**src/rtl/mips_mc_ctrl_if.sv**
```systemverilog
// Control/handshake bundle between the multi-cycle sequencer (master) and
// the datapath plus instruction/data memories (slave).
interface mips_mc_ctrl_if;
    logic       run;
    logic [2:0] opcode;
    logic [3:0] funct;
    logic       zero;
    logic       imem_ack;
    logic       dmem_ack;
    logic       imem_req;
    logic       dmem_req;
    logic       dmem_we;
    logic       ir_we;
    logic       pc_we;
    logic       reg_we;
    logic [1:0] pc_src;
    logic [1:0] reg_dst;
    logic [1:0] mem_to_reg;
    logic       alu_src;
    logic [1:0] alu_op;
    logic [3:0] state;
    logic       instr_done;

    modport master (
        input  run, opcode, funct, zero, imem_ack, dmem_ack,
        output imem_req, dmem_req, dmem_we, ir_we, pc_we, reg_we,
               pc_src, reg_dst, mem_to_reg, alu_src, alu_op, state, instr_done
    );

    modport slave (
        output run, opcode, funct, zero, imem_ack, dmem_ack,
        input  imem_req, dmem_req, dmem_we, ir_we, pc_we, reg_we,
               pc_src, reg_dst, mem_to_reg, alu_src, alu_op, state, instr_done
    );
endinterface

```
**src/rtl/mips_mc_ctrl.sv**
```systemverilog
// Multi-cycle control sequencer for the 16-bit MIPS datapath.
// Define MC_CTRL_PERF_EN to add the cycle_cnt / retire_cnt performance counters.
module mips_mc_ctrl #(
    parameter int CNT_W = 32
) (
    input  logic              clk,
    input  logic              rst,
    mips_mc_ctrl_if.master    bus
`ifdef MC_CTRL_PERF_EN
    ,
    output logic [CNT_W-1:0]  cycle_cnt,
    output logic [CNT_W-1:0]  retire_cnt
`endif
);

    typedef enum logic [3:0] {
        S_IDLE     = 4'd0,
        S_FETCH    = 4'd1,
        S_DECODE   = 4'd2,
        S_EXEC     = 4'd3,
        S_ALU_WB   = 4'd4,
        S_MEM_ADDR = 4'd5,
        S_MEM_RD   = 4'd6,
        S_MEM_WB   = 4'd7,
        S_MEM_WR   = 4'd8,
        S_BRANCH   = 4'd9,
        S_JUMP     = 4'd10
    } state_t;

    localparam logic [2:0] OP_R    = 3'b000;
    localparam logic [2:0] OP_SLTI = 3'b001;
    localparam logic [2:0] OP_J    = 3'b010;
    localparam logic [2:0] OP_JAL  = 3'b011;
    localparam logic [2:0] OP_LW   = 3'b100;
    localparam logic [2:0] OP_SW   = 3'b101;
    localparam logic [2:0] OP_BEQ  = 3'b110;
    localparam logic [2:0] OP_ADDI = 3'b111;

    localparam logic [3:0] FN_JR   = 4'b1000;

    state_t     state_q, state_d;
    state_t     boundary_next;
    logic       is_jr;
    logic [1:0] exec_alu_op;
    logic       exec_alu_src;

    logic       imem_req, dmem_req, dmem_we, ir_we, pc_we, reg_we, alu_src, instr_done;
    logic [1:0] pc_src, reg_dst, mem_to_reg, alu_op;

    assign is_jr         = (bus.opcode == OP_R) && (bus.funct == FN_JR);
    assign boundary_next = bus.run ? S_FETCH : S_IDLE;

    // ALU setup shared by EXEC and ALU_WB so the result stays stable for write-back
    always_comb begin
        exec_alu_op  = 2'b00;
        exec_alu_src = 1'b0;
        case (bus.opcode)
            OP_R:    exec_alu_op = 2'b10;
            OP_ADDI: exec_alu_src = 1'b1;
            OP_SLTI: begin
                exec_alu_op  = 2'b11;
                exec_alu_src = 1'b1;
            end
            default: ;
        endcase
    end

    always_comb begin
        state_d    = state_q;
        imem_req   = 1'b0;
        dmem_req   = 1'b0;
        dmem_we    = 1'b0;
        ir_we      = 1'b0;
        pc_we      = 1'b0;
        reg_we     = 1'b0;
        pc_src     = 2'b00;
        reg_dst    = 2'b00;
        mem_to_reg = 2'b00;
        alu_src    = 1'b0;
        alu_op     = 2'b00;
        instr_done = 1'b0;

        case (state_q)
            S_IDLE: begin
                if (bus.run) state_d = S_FETCH;
            end
            S_FETCH: begin
                imem_req = 1'b1;
                if (bus.imem_ack) begin
                    ir_we   = 1'b1;
                    state_d = S_DECODE;
                end
            end
            S_DECODE: begin
                case (bus.opcode)
                    OP_R:            state_d = is_jr ? S_JUMP : S_EXEC;
                    OP_ADDI, OP_SLTI: state_d = S_EXEC;
                    OP_LW, OP_SW:    state_d = S_MEM_ADDR;
                    OP_BEQ:          state_d = S_BRANCH;
                    default:         state_d = S_JUMP;
                endcase
            end
            S_EXEC: begin
                alu_op  = exec_alu_op;
                alu_src = exec_alu_src;
                state_d = S_ALU_WB;
            end
            S_ALU_WB: begin
                alu_op     = exec_alu_op;
                alu_src    = exec_alu_src;
                reg_we     = 1'b1;
                reg_dst    = (bus.opcode == OP_R) ? 2'b01 : 2'b00;
                pc_we      = 1'b1;
                instr_done = 1'b1;
                state_d    = boundary_next;
            end
            S_MEM_ADDR: begin
                alu_src = 1'b1;
                state_d = (bus.opcode == OP_SW) ? S_MEM_WR : S_MEM_RD;
            end
            S_MEM_RD: begin
                dmem_req = 1'b1;
                alu_src  = 1'b1;
                if (bus.dmem_ack) state_d = S_MEM_WB;
            end
            S_MEM_WB: begin
                reg_we     = 1'b1;
                mem_to_reg = 2'b01;
                pc_we      = 1'b1;
                instr_done = 1'b1;
                state_d    = boundary_next;
            end
            S_MEM_WR: begin
                dmem_req = 1'b1;
                dmem_we  = 1'b1;
                alu_src  = 1'b1;
                if (bus.dmem_ack) begin
                    pc_we      = 1'b1;
                    instr_done = 1'b1;
                    state_d    = boundary_next;
                end
            end
            S_BRANCH: begin
                alu_op     = 2'b01;
                pc_we      = 1'b1;
                pc_src     = bus.zero ? 2'b01 : 2'b00;
                instr_done = 1'b1;
                state_d    = boundary_next;
            end
            S_JUMP: begin
                pc_we      = 1'b1;
                instr_done = 1'b1;
                state_d    = boundary_next;
                case (bus.opcode)
                    OP_J:    pc_src = 2'b10;
                    OP_JAL: begin
                        pc_src     = 2'b10;
                        reg_we     = 1'b1;
                        reg_dst    = 2'b10;
                        mem_to_reg = 2'b10;
                    end
                    default: pc_src = 2'b11;
                endcase
            end
            default: state_d = S_IDLE;
        endcase
    end

    // Outputs decode from state_q, so the async reset forces them all low at once
    always_ff @(posedge clk or posedge rst) begin
        if (rst) state_q <= S_IDLE;
        else     state_q <= state_d;
    end

    assign bus.imem_req   = imem_req;
    assign bus.dmem_req   = dmem_req;
    assign bus.dmem_we    = dmem_we;
    assign bus.ir_we      = ir_we;
    assign bus.pc_we      = pc_we;
    assign bus.reg_we     = reg_we;
    assign bus.pc_src     = pc_src;
    assign bus.reg_dst    = reg_dst;
    assign bus.mem_to_reg = mem_to_reg;
    assign bus.alu_src    = alu_src;
    assign bus.alu_op     = alu_op;
    assign bus.state      = state_q;
    assign bus.instr_done = instr_done;

`ifdef MC_CTRL_PERF_EN
    logic [CNT_W-1:0] cycle_cnt_q, cycle_cnt_d;
    logic [CNT_W-1:0] retire_cnt_q, retire_cnt_d;

    always_comb begin
        cycle_cnt_d  = cycle_cnt_q + CNT_W'(state_q != S_IDLE);
        retire_cnt_d = retire_cnt_q + CNT_W'(instr_done);
    end

    always_ff @(posedge clk or posedge rst) begin
        if (rst) begin
            cycle_cnt_q  <= '0;
            retire_cnt_q <= '0;
        end else begin
            cycle_cnt_q  <= cycle_cnt_d;
            retire_cnt_q <= retire_cnt_d;
        end
    end

    assign cycle_cnt  = cycle_cnt_q;
    assign retire_cnt = retire_cnt_q;
`else
    logic unused_cnt_w;
    assign unused_cnt_w = (CNT_W > 0);
`endif

endmodule
```
**src/flat_wrapper.sv**
```systemverilog
// flat-port wrapper written by rule: the top's interface ports become plain ports
module mips_mc_ctrl_flat 
#(
    parameter int CNT_W = 32
)
  (clk, rst, bus_run, bus_opcode, bus_funct, bus_zero, bus_imem_ack, bus_dmem_ack, bus_imem_req, bus_dmem_req, bus_dmem_we, bus_ir_we, bus_pc_we, bus_reg_we, bus_pc_src, bus_reg_dst, bus_mem_to_reg, bus_alu_src, bus_alu_op, bus_state, bus_instr_done);
  mips_mc_ctrl_if bus_i ();
  input  logic clk;
  input  logic rst;
  input wire logic [$bits(bus_i.run)-1:0] bus_run;
  input wire logic [$bits(bus_i.opcode)-1:0] bus_opcode;
  input wire logic [$bits(bus_i.funct)-1:0] bus_funct;
  input wire logic [$bits(bus_i.zero)-1:0] bus_zero;
  input wire logic [$bits(bus_i.imem_ack)-1:0] bus_imem_ack;
  input wire logic [$bits(bus_i.dmem_ack)-1:0] bus_dmem_ack;
  output wire logic [$bits(bus_i.imem_req)-1:0] bus_imem_req;
  output wire logic [$bits(bus_i.dmem_req)-1:0] bus_dmem_req;
  output wire logic [$bits(bus_i.dmem_we)-1:0] bus_dmem_we;
  output wire logic [$bits(bus_i.ir_we)-1:0] bus_ir_we;
  output wire logic [$bits(bus_i.pc_we)-1:0] bus_pc_we;
  output wire logic [$bits(bus_i.reg_we)-1:0] bus_reg_we;
  output wire logic [$bits(bus_i.pc_src)-1:0] bus_pc_src;
  output wire logic [$bits(bus_i.reg_dst)-1:0] bus_reg_dst;
  output wire logic [$bits(bus_i.mem_to_reg)-1:0] bus_mem_to_reg;
  output wire logic [$bits(bus_i.alu_src)-1:0] bus_alu_src;
  output wire logic [$bits(bus_i.alu_op)-1:0] bus_alu_op;
  output wire logic [$bits(bus_i.state)-1:0] bus_state;
  output wire logic [$bits(bus_i.instr_done)-1:0] bus_instr_done;
  assign bus_i.run = bus_run;
  assign bus_i.opcode = bus_opcode;
  assign bus_i.funct = bus_funct;
  assign bus_i.zero = bus_zero;
  assign bus_i.imem_ack = bus_imem_ack;
  assign bus_i.dmem_ack = bus_dmem_ack;
  assign bus_imem_req = bus_i.imem_req;
  assign bus_dmem_req = bus_i.dmem_req;
  assign bus_dmem_we = bus_i.dmem_we;
  assign bus_ir_we = bus_i.ir_we;
  assign bus_pc_we = bus_i.pc_we;
  assign bus_reg_we = bus_i.reg_we;
  assign bus_pc_src = bus_i.pc_src;
  assign bus_reg_dst = bus_i.reg_dst;
  assign bus_mem_to_reg = bus_i.mem_to_reg;
  assign bus_alu_src = bus_i.alu_src;
  assign bus_alu_op = bus_i.alu_op;
  assign bus_state = bus_i.state;
  assign bus_instr_done = bus_i.instr_done;
  mips_mc_ctrl #(.CNT_W(CNT_W)) u_core (.clk(clk), .rst(rst), .bus(bus_i));
endmodule
```
**config.mk**
```make
export PLATFORM = sky130hd
export DESIGN_NAME = mips_mc_ctrl_flat
export DESIGN_NICKNAME = d
export VERILOG_FILES = /design/src/rtl/mips_mc_ctrl_if.sv /design/src/rtl/mips_mc_ctrl.sv /design/src/flat_wrapper.sv
export SDC_FILE = /design/constraint.sdc
export NUM_CORES = 1
export LEC_CHECK = 0
export ABC_AREA = 1
export ABC_CLOCK_PERIOD_IN_PS = 2300
export BUFFER_PORTS_ARGS = -buffer_cell sky130_fd_sc_hd__buf_2
export CAP_MARGIN = 20
export CORE_AREA = 2 2 39 41
export CTS_CLUSTER_DIAMETER = 100
export DETAILED_ROUTE_END_ITERATION = 8
export DIE_AREA = 0 0 41 43
export PLACE_DENSITY = 0.85
export SLEW_MARGIN = 20
export SYNTH_ARGS = -nofsm -noshare
export SYNTH_HDL_FRONTEND = slang
export SYNTH_SLANG_ARGS = --single-unit
```
**constraint.sdc**
```tcl
create_clock -name clk -period 2.3 [get_ports clk]
set_clock_uncertainty 0.2 [all_clocks]
set_input_delay 0.46 -clock clk [delete_from_list [all_inputs] [get_ports clk]]
set_output_delay 0.46 -clock clk [all_outputs]
set_load 0.02 [all_outputs]
```
==> results summary <==
The number of gates given a new drive strength after cts is 0. From left edge to right edge, the die measures 41 um. The portion of the clock cycle consumed by the worst path in the final layout came out at 0.929.

The number of maximum-capacitance violations came out at 0. The count of yosys warnings during synthesis came out at 0. TritonCTS built the clock tree. The final HPWL from detailed placement is 1220 um. The count of endpoints failing hold in the final timing report is 0. By count the netlist is led by sky130_fd_sc_hd__nand2_1 (19), sky130_fd_sc_hd__inv_1 (16), sky130_fd_sc_hd__nand3_1 (11). Buffers placed on the I/O ports in this run total 32.

The share of the synthesized area in the top cell type is 0.172. STA classifies the critical path startpoint as a flop. The sum of negative setup slack is 0 ns. The number of design rule violations left after detail routing is 0. The synthesized netlist net count is 108. The maximum clock insertion buffer count is 2. For this block, the routed nets add up to 1470 um of wire.

The initial antenna violation count was 0. The root buffer cell chosen for the clock tree is sky130_fd_sc_hd__clkbuf_4. In the global route stage, overall resource usage came out at 0.190.

The clock-pin slew reported for the worst setup and hold paths after clock tree synthesis is 0.04 ns. Fill cells in the final layout number 137. Synthesis inferred 4 register bits.

The area of the die is 0.00176 mm2. For this run, asynchronously set or reset flops after synthesis account for 1.00. The detail route stage leaves a number of antenna-violating nets equal to 0.

The core region is 0.00138 mm2. The area growth from synthesis to layout is 34.0%. Routability-driven placement finished with a final weighted congestion of 0.928. In the final routed layout, each cell accounts on average for 10.1 um. The worst pin sits at a relative slew slack of 0.846. The total of hold buffers inserted after clock tree synthesis is 1. The leakage power total is 0.482 nW. The count of boundary I/O pins is 33. The run finished with clean final reports. The critical path class is flop to primary output. The starting density of the core is 0.420. The number of vias in the routed layout is 723. The number of setup buffers added after CTS came out at 0. The number of enable flip-flop cells after synthesis is 0. The depth of the CTS H-tree is 1. The register with the most flip-flops in the layout has 4 of them. STA classifies the critical path endpoint as a primary output. The final worst-path setup slack came out at 0.162 ns. The mean cell area of the mapped netlist is 6.12 um2.

Among all cell types in the netlist, the one instantiated most often is sky130_fd_sc_hd__nand2_1. The beginning of the worst register-to-register path is u_core.bus.state[0]. The launch point of the critical path is u_core.bus.state[3]. The sequential element share of the synthesized area came out at 0.172. The worst path needs 2.14 ns of the cycle, external delays included. The number of clock sinks seen by CTS came out at 4. The number of DRC violations after detailed-routing iteration 0 is 10. For the worst-skew pair, the clock arrives at the later sink with an insertion delay of 0.23 ns.

The required time reported for the critical path endpoint is 1.64 ns. The cell area that synthesis handed to floorplanning was 582 um2. Setup repair after global routing left no endpoint under its margin. The wire length of the first global-routing pass is 2340 um. The fmax is 0.468 GHz.

The number of detailed-route iterations in the first pass came out at 4. The overall power after layout came out at 0.839 mW. Of all nets on the critical path, the largest fanout is 5.

For the worst setup path, the data arrival time is 1.48 ns. The TritonCTS buffer count is 3. Of the cells placed in the final design, the portion with a size suffix greater than 1 is 0.473. The start point of the worst hold path is bus_dmem_ack.

The via count of the first global-routing pass came to 612. The number of different library cells in the post-synthesis netlist is 23. The primary flip-flop cell chosen by synthesis mapping is sky130_fd_sc_hd__dfrtp_1. The peak ir drop on the vdd network came out at 0.523 mV.

The total power density per cell area came out at 1080 mW/mm2. The final standard cell utilization of the core came out at 0.563. The max-slew violation count is 0. The floorplan die height came out at 43 um. The count of final setup violators is 0. The number of antenna cells inserted came out at 0. The count of nets after finishing is 144. Before CTS, the worst setup slack after placement is 0.335 ns. The initialized floorplan defines 14 standard-cell rows. The cell taking the most area after synthesis is sky130_fd_sc_hd__dfrtp_1. The tightest min-delay check is of the input port to flop type.

The post-synthesis instance total is 95. The maximum number of pins on one net before global-route repair is 7. The slew at the pin closest to its max-slew limit is 0.231 ns. For this run the aggregate overflow at the end of global routing stands at 0. Dividing the detail-routed via count by the number of cells gives 4.99. Yosys attributes the largest share of cell area to sky130_fd_sc_hd__dfrtp_1 (17%), sky130_fd_sc_hd__nand2_1 (12%), sky130_fd_sc_hd__inv_1 (10%).
## layout by cell type (no fill, tap or decap), drive strengths merged, types with 3 or more instances in the layout
cell	instances
inv	21
a21oi	3
buf	32
nand2	26
nand3	11
nor2	15
o21ai	6
dfrtp	4
clkbuf	3
## worst paths after layout
| check | endpoint | slack (ns) | cells after the start |
|---|---|---|---|
| worst max-delay path | bus_alu_op[1] | 0.16 | 8 |
| worst min-delay path | u_core.bus.state[3] | 0.32 | 2 |
| worst max register to register | u_core.bus.state[0] | 0.86 | 9 |
| worst min register to register | u_core.bus.state[2] | 0.58 | 4 |
| max in group asynchronous | u_core.bus.state[0] | 1.29 | 3 |
| min in group asynchronous | u_core.bus.state[3] | 0.46 | 3 |
## report_power, final
group          switching (mW)  total (mW)  internal [mW]
logic                   0.410       0.617          0.207
registers              0.0395       0.137         0.0978
clock network          0.0262      0.0843         0.0582
total                   0.476       0.839          0.363
## cell type report
class / instances / area [um2] / share of cell area
multi-input cells: 67 / 383 / 0.491
clock buffers: 3 / 22.5 / 0.0289
well taps: 16 / 20.0 / 0.0257
repair buffers: 33 / 170 / 0.218
flip-flops and latches: 4 / 100 / 0.128
inverters: 22 / 83.8 / 0.108
## routing by layer
layer,GRT usage,wire (um),vias up
li1,-,-,364
met1,0.227,607,322
met2,0.306,752,37
met3,0.0471,107,0
met4,0.0800,0,0
met5,0,0,-
## through the flow
| step | cells | hold WS, ns | area [um2] |
|---|---|---|---|
| final | 145 | 0.323 | 779 |
| after global routing | 145 | 0.315 | 779 |
| after detailed placement | 141 | 0.140 | 747 |
| after global placement | 141 | 0.134 | 747 |
| after CTS | 145 | 0.321 | 779 |
| after floorplan | 95 | 0.0261 | 582 |
## worst max-delay path, stage by stage (launching register included)
cell,delay [ns]
sky130_fd_sc_hd__dfrtp_1,0.40
sky130_fd_sc_hd__inv_2,0.13
sky130_fd_sc_hd__nand2_2,0.12
sky130_fd_sc_hd__inv_2,0.10
sky130_fd_sc_hd__nand2_1,0.08
sky130_fd_sc_hd__nand2_2,0.08
sky130_fd_sc_hd__inv_1,0.05
sky130_fd_sc_hd__a21oi_1,0.11
sky130_fd_sc_hd__buf_2,0.18
## cells by family (layout without fill, tap and decap cells)
group / count (synthesis) / in the layout / synth area share
and+or+nand+nor: 53 / 53 / 0.473
buffers and inverters: 24 / 58 / 0.170
AOI/OAI and AO/OA: 14 / 14 / 0.185
DFF: 4 / 4 / 0.172
(Power assumes the default switching activity.)
